### src/rtl/ysyx_24100005_lsu_pkg.sv
// rtl/ysyx_24100005_lsu_pkg.sv - shared types and constants for the load/store unit
package ysyx_24100005_lsu_pkg;

    typedef enum logic [1:0] {
        ST_IDLE = 2'd0,
        ST_MEM  = 2'd1,
        ST_RSP  = 2'd2
    } lsu_state_e;

    localparam logic [1:0] SZ_B = 2'd0;
    localparam logic [1:0] SZ_H = 2'd1;
    localparam logic [1:0] SZ_W = 2'd2;
    localparam logic [1:0] SZ_D = 2'd3;

    localparam int F3_UNSIGNED_BIT = 2;

    function automatic logic is_misaligned(input logic [2:0] addr_lo, input logic [1:0] size);
        case (size)
            SZ_H:    is_misaligned = addr_lo[0];
            SZ_W:    is_misaligned = |addr_lo[1:0];
            SZ_D:    is_misaligned = |addr_lo;
            default: is_misaligned = 1'b0;
        endcase
    endfunction

endpackage

### src/rtl/ysyx_24100005_lsu_align.sv
// rtl/ysyx_24100005_lsu_align.sv - byte-lane mask/shift for stores and extract/extend for loads
module ysyx_24100005_lsu_align
    import ysyx_24100005_lsu_pkg::*;
#(
    parameter int XLEN  = 32,
    parameter int NB    = XLEN / 8,
    parameter int OFF_W = $clog2(XLEN / 8)
) (
    input  logic [OFF_W-1:0] off_i,
    input  logic [1:0]       size_i,
    input  logic             uns_i,
    input  logic [XLEN-1:0]  wdata_i,
    input  logic [XLEN-1:0]  rdata_i,
    output logic [NB-1:0]    wmask_o,
    output logic [XLEN-1:0]  wdata_o,
    output logic [XLEN-1:0]  rdata_o
);

    logic [NB-1:0]   base_mask;
    logic [XLEN-1:0] raw;
    logic [XLEN-1:0] low_mask;
    logic            sign;

    always_comb begin
        base_mask = '1;
        case (size_i)
            SZ_B:    base_mask = NB'(1);
            SZ_H:    base_mask = NB'(3);
            SZ_W:    base_mask = NB'(15);
            default: base_mask = '1;
        endcase
    end

    // Lanes shifted past the top of the word are simply dropped: no second beat.
    assign wmask_o = base_mask << off_i;
    assign wdata_o = wdata_i << {off_i, 3'b000};

    assign raw = rdata_i >> {off_i, 3'b000};

    always_comb begin
        low_mask = '1;
        sign     = 1'b0;
        case (size_i)
            SZ_B: begin
                low_mask = XLEN'(8'hFF);
                sign     = raw[7];
            end
            SZ_H: begin
                low_mask = XLEN'(16'hFFFF);
                sign     = raw[15];
            end
            SZ_W: begin
                if (XLEN > 32) begin
                    low_mask = XLEN'(32'hFFFF_FFFF);
                    sign     = raw[31];
                end
            end
            default: begin
                low_mask = '1;
                sign     = 1'b0;
            end
        endcase
        if (uns_i) begin
            sign = 1'b0;
        end
    end

    assign rdata_o = (raw & low_mask) | ({XLEN{sign}} & ~low_mask);

endmodule

### src/rtl/ysyx_24100005_lsu.sv
// rtl/ysyx_24100005_lsu.sv - multicycle load/store unit; YSYX_LSU_MISALIGN_EN enables misalignment errors
module ysyx_24100005_lsu
    import ysyx_24100005_lsu_pkg::*;
#(
    parameter int XLEN   = 32,
    parameter int ADDR_W = 32
) (
    input  logic              clk,
    input  logic              rst,
    input  logic              req_valid,
    output logic              req_ready,
    input  logic              req_wen,
    input  logic [2:0]        req_funct3,
    input  logic [ADDR_W-1:0] req_addr,
    input  logic [XLEN-1:0]   req_wdata,
    output logic              rsp_valid,
    input  logic              rsp_ready,
    output logic [XLEN-1:0]   rsp_rdata,
    output logic              rsp_err,
    output logic              mem_req,
    output logic              mem_we,
    output logic [ADDR_W-1:0] mem_addr,
    output logic [XLEN-1:0]   mem_wdata,
    output logic [XLEN/8-1:0] mem_wmask,
    input  logic              mem_ack,
    input  logic [XLEN-1:0]   mem_rdata
);

    localparam int NB    = XLEN / 8;
    localparam int OFF_W = $clog2(NB);

    lsu_state_e        state_q;
    logic              req_ready_q;
    logic              rsp_valid_q;
    logic              rsp_err_q;
    logic [XLEN-1:0]   rsp_rdata_q;
    logic              mem_req_q;
    logic              mem_we_q;
    logic [ADDR_W-1:0] mem_addr_q;
    logic [XLEN-1:0]   mem_wdata_q;
    logic [NB-1:0]     mem_wmask_q;
    logic              wen_q;
    logic [2:0]        funct3_q;
    logic [OFF_W-1:0]  off_q;

    logic              in_idle;
    logic [OFF_W-1:0]  off_sel;
    logic [1:0]        size_sel;
    logic [NB-1:0]     al_wmask;
    logic [XLEN-1:0]   al_wdata;
    logic [XLEN-1:0]   al_rdata;
    logic              size_illegal;
    logic              misaligned;
    logic              req_err;

    // In IDLE the aligner works on the incoming request, afterwards on the latched one.
    assign in_idle  = (state_q == ST_IDLE);
    assign off_sel  = in_idle ? req_addr[OFF_W-1:0] : off_q;
    assign size_sel = in_idle ? req_funct3[1:0] : funct3_q[1:0];

    ysyx_24100005_lsu_align #(.XLEN(XLEN)) u_align (
        .off_i   (off_sel),
        .size_i  (size_sel),
        .uns_i   (funct3_q[F3_UNSIGNED_BIT]),
        .wdata_i (req_wdata),
        .rdata_i (mem_rdata),
        .wmask_o (al_wmask),
        .wdata_o (al_wdata),
        .rdata_o (al_rdata)
    );

    assign size_illegal = (XLEN == 32) && (req_funct3[1:0] == SZ_D);

`ifdef YSYX_LSU_MISALIGN_EN
    assign misaligned = is_misaligned(req_addr[2:0], req_funct3[1:0]);
`else
    assign misaligned = 1'b0;
`endif

    assign req_err = size_illegal | misaligned;

    always_ff @(posedge clk) begin
        if (rst) begin
            state_q     <= ST_IDLE;
            req_ready_q <= 1'b1;
            rsp_valid_q <= 1'b0;
            rsp_err_q   <= 1'b0;
            rsp_rdata_q <= '0;
            mem_req_q   <= 1'b0;
            mem_we_q    <= 1'b0;
            mem_addr_q  <= '0;
            mem_wdata_q <= '0;
            mem_wmask_q <= '0;
            wen_q       <= 1'b0;
            funct3_q    <= '0;
            off_q       <= '0;
        end else begin
            case (state_q)
                ST_IDLE: begin
                    if (req_valid) begin
                        wen_q       <= req_wen;
                        funct3_q    <= req_funct3;
                        off_q       <= req_addr[OFF_W-1:0];
                        req_ready_q <= 1'b0;
                        if (req_err) begin
                            state_q     <= ST_RSP;
                            rsp_valid_q <= 1'b1;
                            rsp_err_q   <= 1'b1;
                            rsp_rdata_q <= '0;
                        end else begin
                            state_q     <= ST_MEM;
                            mem_req_q   <= 1'b1;
                            mem_we_q    <= req_wen;
                            mem_addr_q  <= {req_addr[ADDR_W-1:OFF_W], {OFF_W{1'b0}}};
                            mem_wdata_q <= req_wen ? al_wdata : '0;
                            mem_wmask_q <= req_wen ? al_wmask : '0;
                        end
                    end
                end
                ST_MEM: begin
                    if (mem_ack) begin
                        state_q     <= ST_RSP;
                        mem_req_q   <= 1'b0;
                        mem_we_q    <= 1'b0;
                        mem_addr_q  <= '0;
                        mem_wdata_q <= '0;
                        mem_wmask_q <= '0;
                        rsp_valid_q <= 1'b1;
                        rsp_err_q   <= 1'b0;
                        rsp_rdata_q <= wen_q ? '0 : al_rdata;
                    end
                end
                ST_RSP: begin
                    if (rsp_ready) begin
                        state_q     <= ST_IDLE;
                        rsp_valid_q <= 1'b0;
                        rsp_err_q   <= 1'b0;
                        rsp_rdata_q <= '0;
                        req_ready_q <= 1'b1;
                    end
                end
                default: begin
                    state_q     <= ST_IDLE;
                    req_ready_q <= 1'b1;
                end
            endcase
        end
    end

    assign req_ready = req_ready_q;
    assign rsp_valid = rsp_valid_q;
    assign rsp_err   = rsp_err_q;
    assign rsp_rdata = rsp_rdata_q;
    assign mem_req   = mem_req_q;
    assign mem_we    = mem_we_q;
    assign mem_addr  = mem_addr_q;
    assign mem_wdata = mem_wdata_q;
    assign mem_wmask = mem_wmask_q;

endmodule
### config.mk
export PLATFORM = sky130hd
export DESIGN_NAME = ysyx_24100005_lsu
export DESIGN_NICKNAME = d
export VERILOG_FILES = /design/src/rtl/ysyx_24100005_lsu_pkg.sv /design/src/rtl/ysyx_24100005_lsu_align.sv /design/src/rtl/ysyx_24100005_lsu.sv
export SDC_FILE = /design/constraint.sdc
export NUM_CORES = 1
export LEC_CHECK = 0
export BUFFER_PORTS_ARGS = -buffer_cell sky130_fd_sc_hd__buf_2
export CORE_MARGIN = 4
export CORE_UTILIZATION = 33
export DETAILED_ROUTE_END_ITERATION = 16
export PLACE_DENSITY = 0.67
export SYNTH_ARGS = -nofsm -noshare
export SYNTH_HDL_FRONTEND = slang
export SYNTH_SLANG_ARGS = --single-unit
### constraint.sdc
create_clock -name clk -period 2.7 [get_ports clk]
set_clock_uncertainty 0.15 [all_clocks]
set_input_delay 0 -clock clk [delete_from_list [all_inputs] [get_ports clk]]
set_output_delay 0 -clock clk [all_outputs]
set_load 0.005 [all_outputs]
==> out/qor.yml, run 1 <==
cts_tree: "built"
start_util_pct: 33.9
worstReg2RegStart: "state_q[1]"
clock_latency_ns: 0.36
crit_slowest_cell: "mux4_2"
dpl_cell_area_sq_um: 6480
clk_path_buf_depth: 2
rsz0062_at_grt: "false"
cts.clk_slew.worst_paths_ns: 0.07
path_class: "reg -> reg"
ys_seq_area_share_pct: 43.0
p_total_uw: 7230
critical_path_required_ns: 2.80
worstSetupStartpointType: "flip-flop"
io_pins: 210
cp-startpoint: "state_q[1]"
crit_arrival_ns: 2.63
cp.depth: 7
worstMarginPinSlew_ns: 0.747
min_period_ns: 2.53
synth_top_cells_by_area: "dfxtp_1 43%, mux2i_1 9.5%, a21oi_1 5.7%"
hpwl_mm: 11.8
grt_overflow: 0
routedWlPerCell_microns: 16.7
stdcell_count: 1106
finalHoldViolCount: 0
avgViaCountPerCell: 5.06
drtAntennaViolNets: 0
die_y_microns: 133
synth_top_area_share_pct: 43.0
final_layout_size_suffix_gt1_share_pct: 30.5
ys_types: 45
core.rowCount: 45
critical_path.cell_chain: "inv_1 > ha_2 > mux2_4 > mux4_2 > a311oi_2 > o22ai_4 > a22o_1"
reg2reg_slack_ns: 0.17
vias: 5598
yosysMostFrequentCell: "dfxtp_1"
ys_ff_latch: 111
syn_area_sq_um: 5170
antenna_found_initial: 0
crit_buf_inv: 1
wl_mm: 18.5
critical-path-max-stage-delay_ns: 0.50
grt_pass1_wl_mm: 29.5
endpoint_kind: "flip-flop"
finalCritPeriodShare_pct: 93.7
core_area_sq_um: 15300
maxCapViolCount: 0
die-area_sq_um: 17700
grt_pass1_vias: 5597
status: "complete, no violations"
fmax_mhz: 395
fp.dieW_microns: 133
cts.sinks: 111
ys.flop_type: "dfxtp_1"
syn_avg_cell_area_sq_um: 8.85
critPathMaxFanout: 8
worst-r2r-cell-count: 7
path_delay_family: "multiplexers"
port_buffers: 207
gp_congestion: 0.814
syn_to_final_growth_pct: 53.5
drv_slew: 0
synth_top_area_cell: "dfxtp_1"
layout.nets: 998
peakVddDrop_uv: 624
power_density_nw_per_um2: 911
yosys_warnings: 0
r2r_end: "rsp_rdata[15]"
leakage_uw: 0.00369
cts_root_buf: "clkbuf_16"
worstSetupEndpoint: "rsp_rdata[15]"
synthCells: 584
grt_usage_pct: 20.3
drc: 0
design_area_sq_um: 7940
relSlewSlack_pct: 50.2
min_path_type: "in -> reg"
firstDrtPassIters: 5
placed_cells: 979
grt_max_degree: 61
drt-initial-drc-count: 378
async_flop_share_pct: 0
cts_buffers: 9
finalSetupViolCount: 0
h-tree-depth: 3
synth-edff-count: 0
synth_common_cells: "111 x dfxtp_1, 78 x nand2_1, 59 x a21oi_1"
[worst min-delay path: cells and delay by family]
kind / cells / cell delay, ns
buf+inv: 1 / 0.11
compound gates: 2 / 0.20
simple gates: 1 / 0.13
mux: 1 / 0.09
[placed cells by master (no fill, tap or decap), types with 2 or more instances in the layout]
cell type      instances
clkinvlp_4             2
nand2b_1               2
a22oi_1               19
dlygate4sd3_1        109
inv_1                  5
nor2_1                52
a221oi_1               2
nor2b_1                3
nor4_2                 2
a211oi_1               4
a32oi_1                9
ha_1                   3
nor3_1                 6
buf_4                 24
clkbuf_16              9
clkinv_4               3
o21ai_2                2
a22o_1                17
buf_2                206
mux2i_2                2
buf_12                 3
nand3_1               10
nand3b_1              32
conb_1                 2
nand2_1               78
a21oi_1               58
dfxtp_1              111
a21o_1                 3
mux2i_1               47
or3_1                  2
mux2_4                 2
o2bb2ai_1              8
or3b_2                 2
o21ai_0               21
a2bb2oi_1             15
[cell type report]
| class | instances | area (sq um) |
|---|---|---|
| Clock inverter | 7 | 82.6 |
| Tap cell | 211 | 264 |
| Sequential cell | 111 | 2220 |
| Timing Repair Buffer | 342 | 2360 |
| Multi-Input combinational cell | 420 | 2760 |
| Fill cell | 1410 | 7320 |
| Inverter | 5 | 18.8 |
| Antenna cell | 1 | 2.50 |
| Clock buffer | 9 | 225 |
[power by group]
part,internal [uW],switching (uW),leakage [uW]
Clock,732,665,0.000144
Combinational,1570,2100,0.00264
Sequential,1980,180,0.000903
Total,4280,2950,0.00369
[per-layer routing]
layer	up-vias	wire, microns	global-route usage (%)
met2	209	9320	35.3
met5	-	0	0
met4	0	327	5.26
met3	30	1230	6.19
li1	2712	-	-
met1	2647	7640	24.4
[registers in the layout (all words and copies together), names as in the netlist, 2 cells and up]
name / flops
funct3_q: 3
mem_addr: 30
mem_wdata: 32
mem_wmask: 4
off_q: 2
rsp_rdata: 32
state_q: 2
[repair_timing]
item / CTS / global route
resized for setup: 1 / 5
hold endpoints to repair: 103 / 0
hold buffers: 109 / 0
setup buffers: 0 / 1
setup endpoints to repair: 16 / 43
[worst min-delay path by stage]
stage | start | endpoint | slack, ns | cells after the start
2_1_floorplan | mem_rdata[26] | rsp_rdata[26] | -0.03 | 2
3_3_place_gp | req_wdata[2] | mem_wdata[2] | 0.09 | 2
3_5_place_dp | req_wdata[1] | mem_wdata[1] | 0.1 | 2
4_1_cts | mem_rdata[23] | rsp_rdata[23] | 0.05 | 5
5_1_grt | mem_rdata[7] | rsp_rdata[7] | 0.10 | 4
6_report | mem_rdata[23] | rsp_rdata[23] | 0.06 | 5
[stage by stage]
stage / util, % / TNS, ns / worst slack, ns / hold WS, ns
after floorplan: - / 0 / 0.318 / -0.0283
after global placement: 42.5 / -0.792 / -0.0839 / 0.0943
after detailed placement: 42.5 / -1.13 / -0.111 / 0.0970
after CTS: 51.7 / 0 / 0.0445 / 0.0521
after global routing: 52.0 / 0 / 0.0386 / 0.102
final: 52.0 / 0 / 0.170 / 0.0647
[kinds of logic (layout without fill, tap and decap cells)]
group,Yosys count,count (layout),share of synthesized area (%)
and+or+nand+nor,196,196,18.6
AOI/OAI and AO/OA,165,165,21.9
DFF,111,111,43.0
buffers and inverters,54,363,4.72
muxes,53,53,10.8
adders and majority gates,4,4,0.968
other,1,3,0.0726
(Power assumes the default switching activity.)
==> inputs of run 2 (changes only) <==
==> constraint.sdc (replaced) <==
create_clock -name clk -period 3.1 [get_ports clk]
set_clock_uncertainty 0.15 [all_clocks]
set_input_delay 0 -clock clk [delete_from_list [all_inputs] [get_ports clk]]
set_output_delay 0 -clock clk [all_outputs]
set_load 0.005 [all_outputs]
==> out/qor.yml, run 2 (synthesized netlist as in run 1, its figures left out) <==
pwr-share-seq_pct: 29.4
syn_to_final_growth_pct: 57.1
design_area_sq_um: 8120
placed_cells: 970
antenna_found_initial: 0
drtAntennaViolNets: 0
finalHoldViolCount: 1
critPathMaxFanout: 43
violations: "negative hold slack"
power_density_nw_per_um2: 787
layout.nets: 1017
leakage_uw: 0.00378
clk_path_buf_depth: 2
min_from: "mem_rdata[21]"
hold_ws_ns: -0.000663
min_to: "rsp_rdata[21]"
min_path_cells: 4
hpwl_mm: 11.7
switchingPower_uw: 2580
pwr-share-clk_pct: 18.5
cts_buffers: 9
final_common_cell: "buf_2"
grt_overflow: 0
worstSetupStartpointType: "flip-flop"
grt_pass1_vias: 5729
relSlewSlack_pct: 56.9
vias: 5702
grt_usage_pct: 20.2
final_layout_size_suffix_gt1_share_pct: 28.3
p_int_uw: 3810
h-tree-depth: 3
cts.clk_slew.worst_paths_ns: 0.08
grt_pass1_wl_mm: 29.3
cts_root_buf: "clkbuf_16"
drc: 0
rsz0062_at_grt: "false"
dpl_cell_area_sq_um: 6400
endpoint_kind: "flip-flop"
core_area_sq_um: 15300
stdcell_count: 1123
port_buffers: 207
firstDrtPassIters: 5
drt-initial-drc-count: 359
die_y_microns: 133
finalCritPeriodShare_pct: 94.6
reg2reg_slack_ns: 0.17
avgViaCountPerCell: 5.08
cts.sinks: 111
die-area_sq_um: 17700
worstMarginPinSlew_ns: 0.644
min_path_type: "in -> reg"
worst-r2r-cell-count: 9
critical_path_required_ns: 3.18
gp_congestion: 0.815
peakVddDrop_uv: 486
worstReg2RegStart: "state_q[1]"
layout_common_cells: "206 x buf_2, 136 x dlygate4sd3_1, 111 x dfxtp_1, 78 x nand2_1, 59 x a21oi_1"
core.rowCount: 45
status: "complete, but fails checks"
maxCapViolCount: 0
start_util_pct: 33.9
combinationalPowerShare_pct: 52.1
r2r_end: "mem_addr[9]"
path_class: "reg -> reg"
wl_mm: 18.7
crit_arrival_ns: 3.02
fin_setup_tns_ns: 0
grt_max_degree: 49
clock_latency_ns: 0.35
finalSetupViolCount: 0
diodes: 0
fmax_mhz: 341
io_pins: 210
min_period_ns: 2.93
p_sw_share_pct: 40.3
setup_ws_ns: 0.166
cts_tree: "built"
fp.dieW_microns: 133
pre_cts_ws_ns: 0.254
routedWlPerCell_microns: 16.7
p_total_uw: 6390
drv_slew: 0
run 2: area by class of cell:
cell class / instances / area (sq um)
well taps: 211 / 264
repair buffers: 361 / 2560
multi-input cells: 420 / 2770
inverters: 5 / 18.8
clock inverters: 4 / 56.3
clock buffers: 11 / 233
flip-flops and latches: 111 / 2220
fillers: 1376 / 7140
run 2: worst max path at each step:
stage                from            end  depth (start not counted)
2_1_floorplan  state_q[0]  rsp_rdata[22]                          9
3_3_place_gp   state_q[1]  rsp_rdata[20]                          8
3_5_place_dp   state_q[1]  rsp_rdata[16]                          8
4_1_cts        state_q[0]   mem_addr[19]                          9
5_1_grt        state_q[0]    mem_addr[9]                          9
6_report       state_q[1]    mem_addr[9]                          9
run 2: power groups by stage:
stage	Sequential [uW]	Combinational [uW]	Clock, uW
detailed placement	1910	2880	0
CTS	1880	3210	1210
global placement	1900	2860	0
global route	1920	3640	1270
floorplan	1920	1940	0
finish	1880	3330	1180
run 2: metal layers:
layer  routed length [microns]  GRT usage, %
met5                         0             0
met4                       493          7.31
met3                      1260          5.82
met2                      9340          35.2
met1                      7630          23.6
run 2: worst max-delay path: stages, from the launching register on:
cell	delay, ns
dfxtp_1	0.33
inv_1	0.11
ha_1	0.30
buf_6	0.26
nor2_1	0.11
a211o_4	0.53
buf_4	0.26
nand2_1	0.07
a21oi_1	0.07
dlygate4sd3_1	0.62
run 2: timing repair:
item | CTS | global route
hold buffers | 136 | 0
buffers inserted | 0 | 1
endpoints found under the hold margin | 99 | 0
gates resized for setup | 0 | 6
setup endpoints to repair | 0 | 17
run 2: through the flow:
step / hold WS (ns) / util (%)
2_1_floorplan: -0.0283 / -
3_3_place_gp: 0.0928 / 42.0
3_5_place_dp: 0.0992 / 42.0
4_1_cts: 0.00232 / 52.8
5_1_grt: 0.0242 / 53.2
6_report: -0.000663 / 53.2
